`config.mk`:
```
export PLATFORM = sky130hd
export DESIGN_NAME = regfile_32x32_flat
export DESIGN_NICKNAME = d
export VERILOG_FILES = /design/src/rtl/regfile_if.sv /design/src/rtl/regfile_32x32.sv /design/src/flat_wrapper.sv
export SDC_FILE = /design/constraint.sdc
export NUM_CORES = 2
export LEC_CHECK = 0
export ABC_CLOCK_PERIOD_IN_PS = 9680
export CORE_ASPECT_RATIO = 1.2
export CORE_MARGIN = 3
export CORE_UTILIZATION = 68
export CTS_CLUSTER_SIZE = 24
export DETAILED_ROUTE_END_ITERATION = 8
export PLACE_DENSITY = 0.86
export SLEW_MARGIN = 20
export SYNTH_ARGS = -nofsm -noshare
export SYNTH_HDL_FRONTEND = slang
export SYNTH_SLANG_ARGS = --single-unit
```
`constraint.sdc`:
```
create_clock -name clk -period 9.68 [get_ports clk]
set_clock_uncertainty 0.15 [all_clocks]
set_input_delay 1.936 -clock clk [delete_from_list [all_inputs] [get_ports clk]]
set_output_delay 1.936 -clock clk [all_outputs]
set_load 0.03 [all_outputs]
```
`src/rtl/regfile_if.sv`:
```
// Register-file access bus: two operand read ports and one writeback port.
// The decode/writeback side is the master; the register file is the slave.
interface regfile_if #(
    parameter int DATA_WIDTH = 32,
    parameter int ADDR_WIDTH = 5
);
    logic [ADDR_WIDTH-1:0] readreg1;
    logic [ADDR_WIDTH-1:0] readreg2;
    logic [ADDR_WIDTH-1:0] writereg;
    logic [DATA_WIDTH-1:0] writedata;
    logic                  regwrite;
    logic [DATA_WIDTH-1:0] read_data1;
    logic [DATA_WIDTH-1:0] read_data2;

    modport master (
        output readreg1, readreg2, writereg, writedata, regwrite,
        input  read_data1, read_data2
    );

    modport slave (
        input  readreg1, readreg2, writereg, writedata, regwrite,
        output read_data1, read_data2
    );
endinterface

```
`src/rtl/regfile_32x32.sv`:
```
// 32 x 32-bit register file: two combinational read ports with write-through
// bypass, one synchronous write port, register 0 hardwired to zero.
module regfile_32x32 #(
    parameter int DATA_WIDTH = 32,
    parameter int ADDR_WIDTH = 5,
    parameter int NUM_REGS   = 2**ADDR_WIDTH
) (
    input logic      clk,
    input logic      rst_n,
    regfile_if.slave rf
);

    logic [DATA_WIDTH-1:0] regs [NUM_REGS];
    logic                  wr_live;

    // A write is only real for a nonzero destination; register 0 stays zero.
    assign wr_live = rf.regwrite && (rf.writereg != '0);

    always_ff @(posedge clk or negedge rst_n) begin
        if (!rst_n) begin
            for (int i = 0; i < NUM_REGS; i++) begin
                regs[i] <= '0;
            end
        end else if (wr_live) begin
            regs[rf.writereg] <= rf.writedata;
        end
    end

    // Reset forces zero and kills the bypass; otherwise the in-flight write
    // wins over the stored value so decode sees writeback's result this cycle.
    function automatic logic [DATA_WIDTH-1:0] read_port(
        input logic                  live,
        input logic [ADDR_WIDTH-1:0] idx,
        input logic [DATA_WIDTH-1:0] stored,
        input logic                  wr_en,
        input logic [ADDR_WIDTH-1:0] wr_idx,
        input logic [DATA_WIDTH-1:0] wr_data
    );
        logic [DATA_WIDTH-1:0] val;
        val = stored;
        if (!live || idx == '0) begin
            val = '0;
        end else if (wr_en && wr_idx == idx) begin
            val = wr_data;
        end
        return val;
    endfunction

    always_comb begin
        rf.read_data1 = read_port(rst_n, rf.readreg1, regs[rf.readreg1],
                                  wr_live, rf.writereg, rf.writedata);
    end

    always_comb begin
        rf.read_data2 = read_port(rst_n, rf.readreg2, regs[rf.readreg2],
                                  wr_live, rf.writereg, rf.writedata);
    end

endmodule

```
`src/flat_wrapper.sv`:
```
// flat-port wrapper written by rule: the top's interface ports become plain ports
module regfile_32x32_flat 
#(
    parameter int DATA_WIDTH = 32,
    parameter int ADDR_WIDTH = 5,
    parameter int NUM_REGS   = 2**ADDR_WIDTH
)
  (clk, rst_n, rf_readreg1, rf_readreg2, rf_writereg, rf_writedata, rf_regwrite, rf_read_data1, rf_read_data2);
  regfile_if #(.DATA_WIDTH(DATA_WIDTH), .ADDR_WIDTH(ADDR_WIDTH)) rf_i ();
  input logic clk;
  input logic rst_n;
  input wire logic [$bits(rf_i.readreg1)-1:0] rf_readreg1;
  input wire logic [$bits(rf_i.readreg2)-1:0] rf_readreg2;
  input wire logic [$bits(rf_i.writereg)-1:0] rf_writereg;
  input wire logic [$bits(rf_i.writedata)-1:0] rf_writedata;
  input wire logic [$bits(rf_i.regwrite)-1:0] rf_regwrite;
  output wire logic [$bits(rf_i.read_data1)-1:0] rf_read_data1;
  output wire logic [$bits(rf_i.read_data2)-1:0] rf_read_data2;
  assign rf_i.readreg1 = rf_readreg1;
  assign rf_i.readreg2 = rf_readreg2;
  assign rf_i.writereg = rf_writereg;
  assign rf_i.writedata = rf_writedata;
  assign rf_i.regwrite = rf_regwrite;
  assign rf_read_data1 = rf_i.read_data1;
  assign rf_read_data2 = rf_i.read_data2;
  regfile_32x32 #(.DATA_WIDTH(DATA_WIDTH), .ADDR_WIDTH(ADDR_WIDTH), .NUM_REGS(NUM_REGS)) u_core (.clk(clk), .rst_n(rst_n), .rf(rf_i));
endmodule
```
* Word level (Yosys, flattened, before mapping)
Index checks and enable logic that the tools add are counted.
Cells by class: magnitude comparators 4, eq/ne operators 2, mux-type cells 13, bitwise operators 3, reduce and logical (&&, ||, !) cells 10
Operator list (count):
- bitwise mux 1024 bit | 1
- binary-select mux 32 bit (select 5 bit) | 2
- 2-to-1 mux 32 bit | 9
- demux 32 bit (select 5 bit) | 1
- >= comparator 6 bit (second input constant) | 3
- inverter 5 -> 6 bit | 3
- == test 5 bit | 2
- zero test 5 bit | 2
- < comparator 6 x 1 -> 1 bit (second input constant) | 1
- nonzero test 5 bit | 1
- logical AND 1 bit | 4
- logical OR 1 bit | 2
- zero test 1 bit | 1
Word-level totals: register bits after elaboration 1024, input bits 50, logic and storage cells 64

* Longest topological paths before layout
word-level depth 6, mapped depth 10, depth with buffers taken out 5

* Worst setup path before layout
Ideal clock, no wire load.
path type input port to output port, from input rf_readreg1[1], to output rf_read_data1[13], arrival time 3.811 ns, path slack 3.783 ns, stages 8, path through buf_2 -> buf_6 -> buf_2 -> buf_1 -> mux4_2 -> a211oi_1 -> nand2_1 -> a32o_1
On the way: word-level cells in the longest chain between the ends 6
Ends and longest elaborated chain:
- start: declaration | line flat_wrapper.sv:12 | input wire logic [$bits(rf_i.readreg1)-1:0] rf_readreg1;
- inverter 5 -> 6 bit (not written as such) | line regfile_32x32.sv:50 | rf.read_data1 = read_port(rst_n, rf.readreg1, regs[rf.readreg1],
- binary-select mux 32 bit (select 5 bit) | line regfile_32x32.sv:50
- 2-to-1 mux 32 bit (not written as such) (2 in series) | line regfile_32x32.sv:50
- 2-to-1 mux 32 bit | line regfile_32x32.sv:43 | end else if (wr_en && wr_idx == idx) begin
- 2-to-1 mux 32 bit * | line regfile_32x32.sv:41 | if (!live || idx == '0) begin
- end: declaration | line flat_wrapper.sv:17 | output wire logic [$bits(rf_i.read_data1)-1:0] rf_read_data1;
Mark *: on every way between the ends. The rest lies on a longest branch, timed or not. The select of a mux whose other input is x is not followed.

* Worst setup path in the final report
from input rf_writereg[3], to output rf_read_data1[22]
On the way: word-level cells in the longest chain between the ends 5
Ends and longest elaborated chain:
- start: declaration | line flat_wrapper.sv:14 | input wire logic [$bits(rf_i.writereg)-1:0] rf_writereg;
- nonzero test 5 bit | line regfile_32x32.sv:17 | assign wr_live = rf.regwrite && (rf.writereg != '0);
- logical AND 1 bit | line regfile_32x32.sv:17
- logical AND 1 bit * | line regfile_32x32.sv:43
- 2-to-1 mux 32 bit * | line regfile_32x32.sv:43
- 2-to-1 mux 32 bit * | line regfile_32x32.sv:41
Mark *: on every way between the ends. The rest lies on a longest branch, timed or not.

==> flow_metrics.py <==
metrics = {
    "synth": {
        "yosys.area.top_type": "dfrtp_1",
        "synthCells": 3894,
        "synth_area_um2": 54900,
        "ys.flop_type": "dfrtp_1",
        "synth_edf_count": 0,
        "synth_warnings": 0,
        "syn_nets": 3944,
        "yosysUniqueCellTypes": 53,
        "yosysTopAreaCellShare_pct": 46.6,
        "synth.avg_cell_area_um2": 14.1,
        "synthArstFlopShare_pct": 100,
        "ys_ff_latch": 1024,
        "synth_area_leaders": "dfrtp_1 47%, mux2_2 21%, mux4_2 13%, mux2i_1 7.0%, a221oi_1 2.0%",
        "seq_area_frac_synth_pct": 46.6,
        "synthTopCellsByCount": "1,024 x dfrtp_1, 1,020 x mux2_2, 384 x mux2i_1",
        "synth.most_common_cell": "dfrtp_1",
    },
    "global_route": {
        "grt_pass1_wl_mm": 255,
        "track_usage_pct": 41.1,
        "grt_pass1_vias": 39800,
        "antenna_found_initial": 7,
        "grt_max_degree": 192,
        "grt_overflow": 0,
    },
    "final_layout": {
        "top_regs": "u_core.regs (1024)",
        "final_nets": 3814,
        "largest_reg_flops": 1024,
        "register_area_um2": 25600,
        "nFillCells": 4598,
        "largest-register": "u_core.regs",
        "final_cells": 4887,
        "drive_gt1_share_pct": 44.0,
        "multiInputGateArea_um2": 27600,
        "syn2layout_area_growth_pct": 9.56,
    },
    "critical_path": {
        "path_class": "in -> out",
        "worstPathRequired_ps": 7590,
        "crit_family": "buffers and inverters",
        "startpoint_type": "primary input",
        "startpoint": "rf_writereg[3]",
        "r2r-start": "u_core.regs[358]$_DFFE_PN0P_",
        "critPathMaxStageDelay_ps": 970,
        "end_kind": "primary output",
        "critPathSlowestCell": "o21ba_2",
        "path_buf_inv": 3,
        "crit_fanout": 24,
        "arrival_ps": 5910,
        "cp_common_cell": "clkdlybuf4s50_1",
        "cp_cell_sequence": "clkdlybuf4s50_1 > nor3_2 > a21bo_2 > o21ba_2 > buf_4 > a32o_1 > clkdlybuf4s50_1",
    },
    "drt": {
        "routed_via_density": 7.93,
        "vias": 38700,
        "drt-initial-drc-count": 5613,
        "drc": 0,
        "wire_per_inst_um": 35.3,
        "firstDrtPassIters": 6,
        "wirelength_mm": 172,
        "ant_nets": 0,
    },
    "clock_network": {
        "clkSinkCount": 1024,
        "htreeDepth": 3,
        "post-cts-setup-buffers": 0,
        "clk_pin_slew_ps": 60,
        "holdBufCountCts": 0,
        "cts_tree": "done",
        "cts_root_buffer": "clkbuf_16",
        "cts_resized": 0,
        "cts_buffers": 100,
        "cts_buffer_depth": 3,
        "clk_latency_ps": 670,
    },
    "sta": {
        "max_slew_margin_pct": 13.0,
        "fin_tns_setup_ps": 0,
        "period_minus_slack_ps": 7990,
        "finalCritPeriodShare_pct": 82.6,
        "fmax_ghz": 0.125,
        "hold_viol": 0,
        "rsz0062_at_grt": "false",
        "setup_viol": 0,
        "drv_slew": 0,
        "worst_pin_slew_ps": 1310,
    },
    "power_and_ir_drop": {
        "leakage_nw": 26.6,
        "vdd_drop_max_mv": 0.157,
        "power_density_nw_per_um2": 208,
    },
    "status": {
        "status": "finished clean",
    },
    "floorplanning": {
        "std_cell_rows": 113,
        "die_w_um": 265,
        "die_y_um": 317,
        "core_um2": 79600,
        "io_pins": 114,
        "design.die.area_um2": 84300,
        "start_util_pct": 69.0,
    },
    "worst_hold_path": {
        "hold_class": "reg -> reg",
        "hold_start": "u_core.regs[1000]$_DFFE_PN0P_",
    },
    "placed_design": {
        "port_buffers": 113,
        "place.gp.congestion": 0.856,
        "dpl.hpwl_mm": 92.4,
        "placed_cells": 4696,
    },
    "run": {
        "max_cap_viol_count": 0,
    },
}
-- per-layer routing --
layer	vias to the layer above	GRT usage, %	share of wire (%)
li1	14800	-	-
met1	20000	54.0	35
met2	3004	60.3	44
met3	843	12.6	13
met4	10	26.0	7.6
met5	-	0.920	0.049
-- cell usage in the layout, fill, tap and decap left out, types with 4 or more instances in the layout --
| master | synthesis | routed |
|---|---|---|
| clkinv_2 | 0 | 22 |
| clkbuf_8 | 0 | 26 |
| nor2_4 | 0 | 14 |
| mux2_2 | 1020 | 1020 |
| buf_4 | 12 | 97 |
| nand3_1 | 4 | 4 |
| nor2b_4 | 0 | 4 |
| a21oi_1 | 78 | 78 |
| mux4_2 | 322 | 322 |
| a22oi_1 | 60 | 60 |
| buf_12 | 0 | 12 |
| clkdlybuf4s50_1 | 0 | 95 |
| a221o_1 | 18 | 18 |
| xnor2_1 | 6 | 6 |
| dfrtp_1 | 1024 | 1024 |
| nand2_1 | 72 | 57 |
| clkbuf_1 | 260 | 11 |
| buf_8 | 0 | 4 |
| a211oi_1 | 31 | 31 |
| nand2_2 | 0 | 15 |
| o22ai_1 | 31 | 31 |
| clkinvlp_4 | 0 | 5 |
| o21ai_0 | 100 | 100 |
| buf_2 | 120 | 9 |
| a221oi_1 | 128 | 128 |
| a32o_1 | 31 | 31 |
| mux2i_1 | 384 | 384 |
| a211o_1 | 32 | 32 |
| o221ai_1 | 31 | 31 |
| bufinv_16 | 0 | 14 |
| clkbuf_16 | 0 | 104 |
| xor2_1 | 4 | 4 |
-- cell families (layout without fill, tap and decap cells) --
| logic type | Yosys count | in the layout | share of synthesized area, % |
|---|---|---|---|
| multiplexers | 1730 | 1730 | 41.2 |
| AO/OA/AOI/OAI | 547 | 547 | 7.28 |
| flip-flops | 1024 | 1024 | 46.6 |
| AND/OR/NAND/NOR | 128 | 128 | 1.12 |
| buffers and inverters | 455 | 410 | 3.59 |
| other | 0 | 3 | 0 |
| XOR/XNOR | 10 | 10 | 0.159 |
-- power breakdown --
part / switching, mW / internal, mW
combinational: 1.11 / 1.42
clock: 1.76 / 2.53
sequential: 0.635 / 5.09
-- cell type report --
type	count	area share, %
antenna	3	0.0125
sequential	1024	42.6
inverter	4	0.0312
tap	1035	2.15
clock buffer	140	4.96
clock inverter	47	1.07
timing repair buffer	219	3.40
multi-input combinational	2415	45.8
-- final timing paths --
check	to	slack [ps]	cells past startpoint
min	u_core.regs[1000]$_DFFE_PN0P_	250	0
min reg2reg	u_core.regs[1000]$_DFFE_PN0P_	250	0
min in group asynchronous	u_core.regs[99]$_DFFE_PN0P_	1040	1
max reg2reg	u_core.regs[358]$_DFFE_PN0P_	8690	1
max	rf_read_data1[22]	1690	7
max in group asynchronous	u_core.regs[53]$_DFFE_PN0P_	5280	4
-- through the flow --
stage / total power, mW / worst slack (ps) / hold slack, ps / instance area [um2] / util, %
after floorplan: 7.43 / 3780 / 295 / 54900 / -
after global placement: 8.06 / 1980 / 231 / 56500 / 71.0
after detailed placement: 8.21 / 1890 / 236 / 56600 / 71.1
after CTS: 12.5 / 1860 / 251 / 60200 / 75.6
after global routing: 12.9 / 1710 / 257 / 60200 / 75.6
final: 12.5 / 1690 / 250 / 60200 / 75.6
(Power assumes the default switching activity.)
